## src/rtl/addsat_sched.sv

```systemverilog
// addsat_sched: time-shares one external 16-bit saturating adder between two requesters
// with round-robin arbitration. Narrow ops take one adder pass, wide (32-bit) ops take a
// low pass then a high pass with the carry chained between them.
// Latency from the sampling edge: grant +1, narrow done +2, wide done +3.
// Backpressure: requests are sampled only in IDLE; a requester holds reqN until its grant.
// Ports:
//   clk, reset                      clock, async active-high reset
//   reqN, aN, bN, cinN, satN,
//   eightbitN, hicinhN, wideN       request and operands from requester N (N = 0, 1)
//   grantN, doneN, rN, coN          capture pulse, result-valid pulse, held result/carry
//   add_a, add_b, add_cin, add_sat,
//   add_eightbit, add_hicinh        drive to the shared adder (all 0 while idle)
//   add_r, add_co                   combinational result back from the shared adder
module addsat_sched (
  input  logic        clk,
  input  logic        reset,
  input  logic        req0,
  input  logic [31:0] a0,
  input  logic [31:0] b0,
  input  logic        cin0,
  input  logic        sat0,
  input  logic        eightbit0,
  input  logic        hicinh0,
  input  logic        wide0,
  input  logic        req1,
  input  logic [31:0] a1,
  input  logic [31:0] b1,
  input  logic        cin1,
  input  logic        sat1,
  input  logic        eightbit1,
  input  logic        hicinh1,
  input  logic        wide1,
  output logic        grant0,
  output logic        grant1,
  output logic        done0,
  output logic        done1,
  output logic [31:0] r0,
  output logic [31:0] r1,
  output logic        co0,
  output logic        co1,
  output logic [15:0] add_a,
  output logic [15:0] add_b,
  output logic        add_cin,
  output logic        add_sat,
  output logic        add_eightbit,
  output logic        add_hicinh,
  input  logic [15:0] add_r,
  input  logic        add_co
);

  typedef enum logic [1:0] {IDLE, LO, HI} state_t;

  state_t      r_state, w_state_nxt;
  logic        r_rr;          // id of the last requester served
  logic        r_id;
  logic [31:0] r_a, r_b;
  logic        r_cin, r_sat, r_eb, r_hci, r_wide;
  logic [15:0] r_res_lo;
  logic        r_cy;
  logic [1:0]  r_grant, r_done;
  logic [31:0] r_res0, r_res1;
  logic        r_co0, r_co1;

  logic        w_any, w_win, w_fin;
  logic [31:0] w_res;

  // On a tie the requester that was not served last wins.
  assign w_any = req0 | req1;
  assign w_win = (req0 & req1) ? ~r_rr : req1;

  // High pass carries the low half captured in the previous cycle.
  assign w_res = (r_state == HI) ? {add_r, r_res_lo} : {16'h0, add_r};

  always_ff @(posedge clk or posedge reset) begin
    if (reset) r_state <= IDLE;
    else       r_state <= w_state_nxt;
  end

  always_comb begin
    w_state_nxt  = r_state;
    w_fin        = 1'b0;
    add_a        = 16'h0;
    add_b        = 16'h0;
    add_cin      = 1'b0;
    add_sat      = 1'b0;
    add_eightbit = 1'b0;
    add_hicinh   = 1'b0;
    case (r_state)
      IDLE: begin
        if (w_any) w_state_nxt = LO;
      end
      LO: begin
        add_a   = r_a[15:0];
        add_b   = r_b[15:0];
        add_cin = r_cin;
        // Lane controls would corrupt the low half of a 32-bit add.
        if (!r_wide) begin
          add_sat      = r_sat;
          add_eightbit = r_eb;
          add_hicinh   = r_hci;
          w_state_nxt  = IDLE;
          w_fin        = 1'b1;
        end else begin
          w_state_nxt  = HI;
        end
      end
      HI: begin
        add_a       = r_a[31:16];
        add_b       = r_b[31:16];
        add_cin     = r_cy;
        w_state_nxt = IDLE;
        w_fin       = 1'b1;
      end
      default: w_state_nxt = IDLE;
    endcase
  end

  always_ff @(posedge clk or posedge reset) begin
    if (reset) begin
      r_rr     <= 1'b1;
      r_id     <= 1'b0;
      r_a      <= 32'h0;
      r_b      <= 32'h0;
      r_cin    <= 1'b0;
      r_sat    <= 1'b0;
      r_eb     <= 1'b0;
      r_hci    <= 1'b0;
      r_wide   <= 1'b0;
      r_res_lo <= 16'h0;
      r_cy     <= 1'b0;
      r_grant  <= 2'b00;
      r_done   <= 2'b00;
      r_res0   <= 32'h0;
      r_res1   <= 32'h0;
      r_co0    <= 1'b0;
      r_co1    <= 1'b0;
    end else begin
      r_grant <= 2'b00;
      r_done  <= 2'b00;
      if (r_state == IDLE && w_any) begin
        r_id           <= w_win;
        r_rr           <= w_win;
        r_a            <= w_win ? a1 : a0;
        r_b            <= w_win ? b1 : b0;
        r_cin          <= w_win ? cin1 : cin0;
        r_sat          <= w_win ? sat1 : sat0;
        r_eb           <= w_win ? eightbit1 : eightbit0;
        r_hci          <= w_win ? hicinh1 : hicinh0;
        r_wide         <= w_win ? wide1 : wide0;
        r_grant[w_win] <= 1'b1;
      end
      if (r_state == LO) begin
        r_res_lo <= add_r;
        r_cy     <= add_co;
      end
      if (w_fin) begin
        r_done[r_id] <= 1'b1;
        if (r_id) begin
          r_res1 <= w_res;
          r_co1  <= add_co;
        end else begin
          r_res0 <= w_res;
          r_co0  <= add_co;
        end
      end
    end
  end

  assign grant0 = r_grant[0];
  assign grant1 = r_grant[1];
  assign done0  = r_done[0];
  assign done1  = r_done[1];
  assign r0     = r_res0;
  assign r1     = r_res1;
  assign co0    = r_co0;
  assign co1    = r_co1;

endmodule

```

## config.mk

```make
export PLATFORM = sky130hd
export DESIGN_NAME = addsat_sched
export DESIGN_NICKNAME = d
export VERILOG_FILES = /design/src/rtl/addsat_sched.sv
export SDC_FILE = /design/constraint.sdc
export NUM_CORES = 1
export LEC_CHECK = 0
export ABC_AREA = 1
export CAP_MARGIN = 20
export CORE_AREA = 2 2 127 129
export DETAILED_ROUTE_END_ITERATION = 16
export DIE_AREA = 0 0 129 131
export HOLD_SLACK_MARGIN = 0.05
export PLACE_DENSITY = 0.95
export SLEW_MARGIN = 5
export SYNTH_ARGS = -nofsm -noshare
export SYNTH_HDL_FRONTEND = slang
export SYNTH_SLANG_ARGS = --single-unit
```

## constraint.sdc

```tcl
create_clock -name clk -period 9.4 [get_ports clk]
set_input_delay 1.41 -clock clk [delete_from_list [all_inputs] [get_ports clk]]
set_output_delay 1.41 -clock clk [all_outputs]
set_load 0.005 [all_outputs]
```

==> metrics.yaml, run 1 <==
worst_setup_path:
  critPathSlowestCell: "ha_2"
  end_kind: "output pin"
  max_stage_delay_ps: 630
  crit_type: "reg -> out"
  cp.required_ps: 7990
  cp_top_family: "buffers and inverters"
  critPathLaunchType: "register"
  arrival_ps: 2740
  path_buf_inv: 3
  cp_cell_sequence: "inv_1 > ha_2 > buf_16 > nand2_2 > nor2_1 > clkdlybuf4s50_1"
  cp_max_fo: 29
sta:
  worst_pin_slew_ps: 945
  holdWs_ps: 472
  fin_skew_ps: 12.0
  post-route-min-period_ps: 4150
  post-route-period-util_pct: 44.1
  tns_ps: 0
  setup_viol: 0
  rsz0062_at_grt: "no"
  slew_headroom_pct: 37.0
  hold_viol: 0
  max_freq_ghz: 0.241
  maxSlewViolCount: 0
route:
  ant_nets: 0
  finalWirelength_um: 24000
  via_per_inst: 5.59
  drc: 0
  dr.pass1.iters: 5
  drtIter0Drc: 751
  vias: 7609
  drt-wirelength-per-cell_um: 17.7
clock_network:
  cts_tree: "built"
  cts_setup_buffers: 0
  cts_buffer_depth: 2
  ctsResizeCount: 0
  htreeDepth: 4
  cts_sinks: 160
  clockRootBuffer: "clkbuf_16"
  numCtsBuffers: 17
  clk_pin_slew_ps: 70
  hold_buffers: 0
  insertion_delay_ps: 430
global_route:
  gr-total-overflow: 0
  grtUsageTotal_pct: 28.5
  grt_pass1_vias: 7188
  antenna_found_initial: 0
  grt_max_degree: 95
  grt_pass1_wl_um: 37300
finish:
  diodes: 0
  nFillCells: 1162
  regArea_mm2: 0.00401
  final_cell_mix: "nand2_1 (388), clkdlybuf4s50_1 (264), dfrtp_1 (159)"
  layout_commonest_cell: "nand2_1"
  final_nets: 1295
  multiInputGateArea_mm2: 0.00310
  synthToLayoutAreaGrowth_pct: 44.3
  layout-drive-gt1-share_pct: 6.55
synthesis:
  synth_fp_nets: 1073
  synth_cell_types: 21
  synth_area_per_cell_um2: 8.23
  synth_cells: 910
  ys_ff_latch: 160
  ys_warn_count: 0
  synth.cell_area_mm2: 0.00749
  yosysSeqAreaShare_pct: 53.5
placement:
  hpwl_um: 16400
  io_buffers: 264
  gp_congestion: 0.972
outcome:
  status: "finished clean"
floorplan:
  rows: 46
  core_mm2: 0.0156
  die_y_um: 131
  io_pins: 265
  die_w_um: 129
  dieArea_mm2: 0.0169
  start_util_pct: 48.0
worst_hold_path:
  hp-class: "reg -> reg"
power:
  vdd_drop_max_uv: 277
  leakage_uw: 0.00491
  power.density_mw_per_mm2: 344
run:
  cap_violations: 0
==> worst register-to-register path: cells and delay by family (launching register included) <==
| family | cells | cell delay (ps) |
|---|---|---|
| buffers and inverters | 2 | 500 |
| and+or+nand+nor | 4 | 1210 |
| adders and majority gates | 1 | 830 |
| DFF | 1 | 380 |
==> area by class of cell <==
class                   count  share of cell area [%]
multi-input cells         662                    28.6
inverters                  17                   0.636
flip-flops and latches    160                    37.0
repair buffers            274                    25.6
well taps                 216                    2.50
clock buffers              20                    4.22
clock inverters            12                    1.35
==> cell usage after synthesis <==
library cell / n / share of area, %
mux2_2: 17 / 2.6
nand3_1: 139 / 9.3
buf_2: 50 / 3.3
nand4_1: 66 / 5.5
nand2_4: 1 / 0.15
clkbuf_1: 14 / 0.70
ha_1: 4 / 0.67
nor2_1: 4 / 0.20
dfrtp_1: 159 / 53
inv_1: 13 / 0.65
o21ai_0: 2 / 0.13
nand2_2: 1 / 0.084
buf_1: 5 / 0.25
buf_4: 2 / 0.20
dfstp_2: 1 / 0.35
nor2_4: 2 / 0.30
inv_2: 4 / 0.20
a21oi_1: 34 / 2.3
nand2_1: 389 / 19
nand3_4: 2 / 0.47
nor2_2: 1 / 0.084
==> kinds of logic after synthesis <==
group	synth area share (%)
compound gates	2.40
simple gates	35.6
flops	53.5
mux	2.56
buf+inv	5.34
fa+ha+maj	0.668
==> where the power goes <==
group          internal (µW)  leakage, µW  switching, µW  total [µW]
logic                    778      0.00264            991        1770
clock network            412     0.000285            300         712
registers               1030      0.00198            205        1240
==> path summary, 6_finish.rpt <==
kind                                             to  slack [ps]                    from  cells past startpoint
worst max-delay path                   add_eightbit        5250  r_state[1]$_DFFE_PP0P_                      6
worst min-delay path             r0[21]$_DFFE_PP0P_         470      r0[21]$_DFFE_PP0P_                      2
worst max register to register    r1[8]$_DFFE_PP0P_        6370  r_state[0]$_DFFE_PP0P_                      7
worst min register to register   r0[21]$_DFFE_PP0P_         470      r0[21]$_DFFE_PP0P_                      2
max in group asynchronous       r_b[26]$_DFFE_PP0P_        6460                   reset                      3
min in group asynchronous         r_hci$_DFFE_PP0P_        1550                   reset                      2
==> stage by stage <==
stage                     instances  setup slack (ps)  total power (µW)  instance area [µm²]  util (%)
after floorplan                 910              3670              2200                 7490         -
after global placement         1326              5380              2880                10100      65.0
after detailed placement       1327              5610              2960                10200      65.2
after CTS                      1359              5140              3680                10800      69.0
after global routing           1361              5140              3950                10800      69.3
final                          1361              5250              3720                10800      69.3
==> per-layer routing <==
| metal | routed length [µm] | vias to the layer above | track usage (%) |
|---|---|---|---|
| met5 | 0 | - | 0 |
| met4 | 803 | 0 | 11.6 |
| met3 | 2250 | 70 | 7.74 |
| met2 | 11900 | 464 | 48.0 |
| met1 | 9060 | 3627 | 35.1 |
| li1 | - | 3448 | - |
==> registers in the layout, summed over array words and instances (netlist names), 2 cells and up <==
| signal | cells |
|---|---|
| r_a | 32 |
| r_state | 2 |
| r_grant | 2 |
| r1 | 32 |
| r_done | 2 |
| r0 | 32 |
| r_res_lo | 16 |
| r_b | 32 |
No activity file was read; power rests on OpenSTA's default activity.
==> inputs of run 2 (changes only) <==
--- a/config.mk
+++ b/config.mk
@@ -7,11 +7,11 @@
 export LEC_CHECK = 0
 export ABC_AREA = 1
 export CAP_MARGIN = 20
-export CORE_AREA = 2 2 127 129
+export CORE_AREA = 2 2 133 135
 export DETAILED_ROUTE_END_ITERATION = 16
-export DIE_AREA = 0 0 129 131
+export DIE_AREA = 0 0 135 137
 export HOLD_SLACK_MARGIN = 0.05
-export PLACE_DENSITY = 0.95
+export PLACE_DENSITY = 0.89
 export SLEW_MARGIN = 5
 export SYNTH_ARGS = -nofsm -noshare
 export SYNTH_HDL_FRONTEND = slang
==> constraint.sdc (replaced) <==
create_clock -name clk -period 4.1 [get_ports clk]
set_input_delay 0.615 -clock clk [delete_from_list [all_inputs] [get_ports clk]]
set_output_delay 0.615 -clock clk [all_outputs]
set_load 0.005 [all_outputs]
==> metrics.yaml, run 2 (synthesis results as in run 1) <==
finish:
  diodes: 0  # unchanged
  final_cell_mix: "nand2_1 (388), clkdlybuf4s50_1 (264), dfrtp_1 (159)"
  fin_cells: 1374  # +0.96%
  layout-drive-gt1-share_pct: 6.96  # +0.41 points
  layout_commonest_cell: "nand2_1"
  final_nets: 1300  # +0.39%
  synthToLayoutAreaGrowth_pct: 45.8
  design_area_mm2: 0.0109  # +1.0%
sta:
  slew_headroom_pct: 38.4  # +1.4 points
  maxSlewViolCount: 0  # unchanged
  post-route-min-period_ps: 3450
  setup_slack_ps: 652  # -4600 ps
  fin_skew_ps: 9.37  # -2.61 ps
  setup_viol: 0  # unchanged
  hold_viol: 0  # unchanged
  post-route-period-util_pct: 84.1
  max_freq_ghz: 0.290
  rsz0062_at_grt: "no"
  tns_ps: 0  # unchanged
  worst_pin_slew_ps: 925  # -20.4 ps
floorplan:
  dieArea_mm2: 0.0185  # +9.4%
  die_w_um: 135  # +4.7%
  io_pins: 265  # unchanged
  die_y_um: 137  # +4.6%
  start_util_pct: 43.9  # -4.1 points
  core_mm2: 0.0171  # +9.4%
  rows: 48  # +4.3%
worst_setup_path:
  cp_max_fo: 22  # -24%
  critPathLaunchType: "register"
  max_stage_delay_ps: 790  # +160 ps
  cp.required_ps: 3480  # -4510 ps
  crit_type: "reg -> out"
  end_kind: "output pin"
  critPathSlowestCell: "ha_1"
  arrival_ps: 2830  # +90 ps
  cp_cell_sequence: "inv_1 > ha_1 > buf_4 > nand2_1 > a21oi_1 > clkdlybuf4s50_1"
  r2r_cells: 8  # +1
worst_hold_path:
  hp-class: "reg -> reg"
  min_path_cells: 2  # unchanged
clock_network:
  clk_pin_slew_ps: 60  # about the same
  ctsResizeCount: 0  # unchanged
  cts_sinks: 160  # unchanged
  cts_setup_buffers: 0  # unchanged
  clockRootBuffer: "clkbuf_16"
  cts_buffer_depth: 2  # unchanged
  cts_tree: "built"
  hold_buffers: 0  # unchanged
  htreeDepth: 4  # unchanged
  insertion_delay_ps: 420  # about the same
  numCtsBuffers: 17  # unchanged
power:
  power.density_mw_per_mm2: 799  # +130%
  leakage_uw: 0.00497  # +1.2%
  power_uw: 8730  # +130%
  vdd_drop_max_uv: 481  # +73%
route:
  drt-wirelength-per-cell_um: 18.2  # +3.3%
  drc: 0  # unchanged
  finalWirelength_um: 25100  # +4.3%
  ant_nets: 0  # unchanged
  via_per_inst: 5.49  # -1.8%
  dr.pass1.iters: 8  # +3
  drtIter0Drc: 583  # -22%
  vias: 7547  # -0.81%
placement:
  hpwl_um: 17500  # +7.1%
  placed_area_mm2: 0.0102  # +0.67%
  place_ws_ps: 1100  # -4510 ps
  io_buffers: 264  # unchanged
  dp_cells: 1343  # +1.2%
  gp_congestion: 0.929  # -4.4%
global_route:
  grt_pass1_vias: 7282  # +1.3%
  grt_pass1_wl_um: 38800  # +4.1%
  gr-total-overflow: 0  # unchanged
  grt_max_degree: 73  # -23%
  grtUsageTotal_pct: 27.3  # -1.2 points
  antenna_found_initial: 0  # unchanged
run:
  cap_violations: 0  # unchanged
outcome:
  status: "finished clean"
run 2: cell types whose count changed in the layout (fill, tap and decap cells not counted), moves of 2 or more:
cell / before / now
inv_8: 3 / 0
bufinv_16: 2 / 7
buf_4: 7 / 13
buf_16: 2 / 0
run 2: report_power, final:
| group | switching [µW] | internal [µW] |
|---|---|---|
| combinational | 2260 | 1720 |
| clock | 659 | 1220 |
| sequential | 497 | 2370 |
| total | 3420 | 5310 |
run 2: final timing paths:
| path | from | endpoint | slack (ps) |
|---|---|---|---|
| worst max-delay path | r_state[0]$_DFFE_PP0P_ | add_b[14] | 650 |
| worst min-delay path | r_rr$_DFFE_PP1P_ | r_rr$_DFFE_PP1P_ | 470 |
| worst max register to register | r_state[0]$_DFFE_PP0P_ | r1[23]$_DFFE_PP0P_ | 1340 |
| worst min register to register | r_rr$_DFFE_PP1P_ | r_rr$_DFFE_PP1P_ | 470 |
| max in group asynchronous | reset | r_rr$_DFFE_PP1P_ | 2490 |
| min in group asynchronous | reset | r1[18]$_DFFE_PP0P_ | 710 |
run 2: critical path: cells and delay by family, from the launching register on:
| family | cells | cell delay (ps) |
|---|---|---|
| buffers and inverters | 3 | 1000 |
| adder cells (fa/ha/maj) | 1 | 790 |
| flip-flops | 1 | 390 |
| AO/OA/AOI/OAI | 1 | 160 |
| AND/OR/NAND/NOR | 1 | 70 |
run 2: metrics by stage:
step	hold slack [ps]	util, %
floorplan	443	-
global placement	453	60.0
finish	467	64.1
CTS	467	64.1
detailed placement	457	60.0
global route	490	64.1
run 2: metal layers:
layer | part of all wire, % | track usage (%) | wire [µm]
met5 | 0 | 0 | 0
met2 | 49 | 44.7 | 12200
met1 | 38 | 32.9 | 9440
met3 | 9.7 | 8.70 | 2440
met4 | 4.1 | 12.8 | 1030
run 2: cell type report:
type / instances / area [µm²]
fill: 1404 / 6130
sequential: 160 / 4010
multi-input combinational: 662 / 3100
timing repair buffer: 279 / 2780
clock buffer: 18 / 439
tap: 225 / 282
clock inverter: 13 / 256
inverter: 17 / 67.6
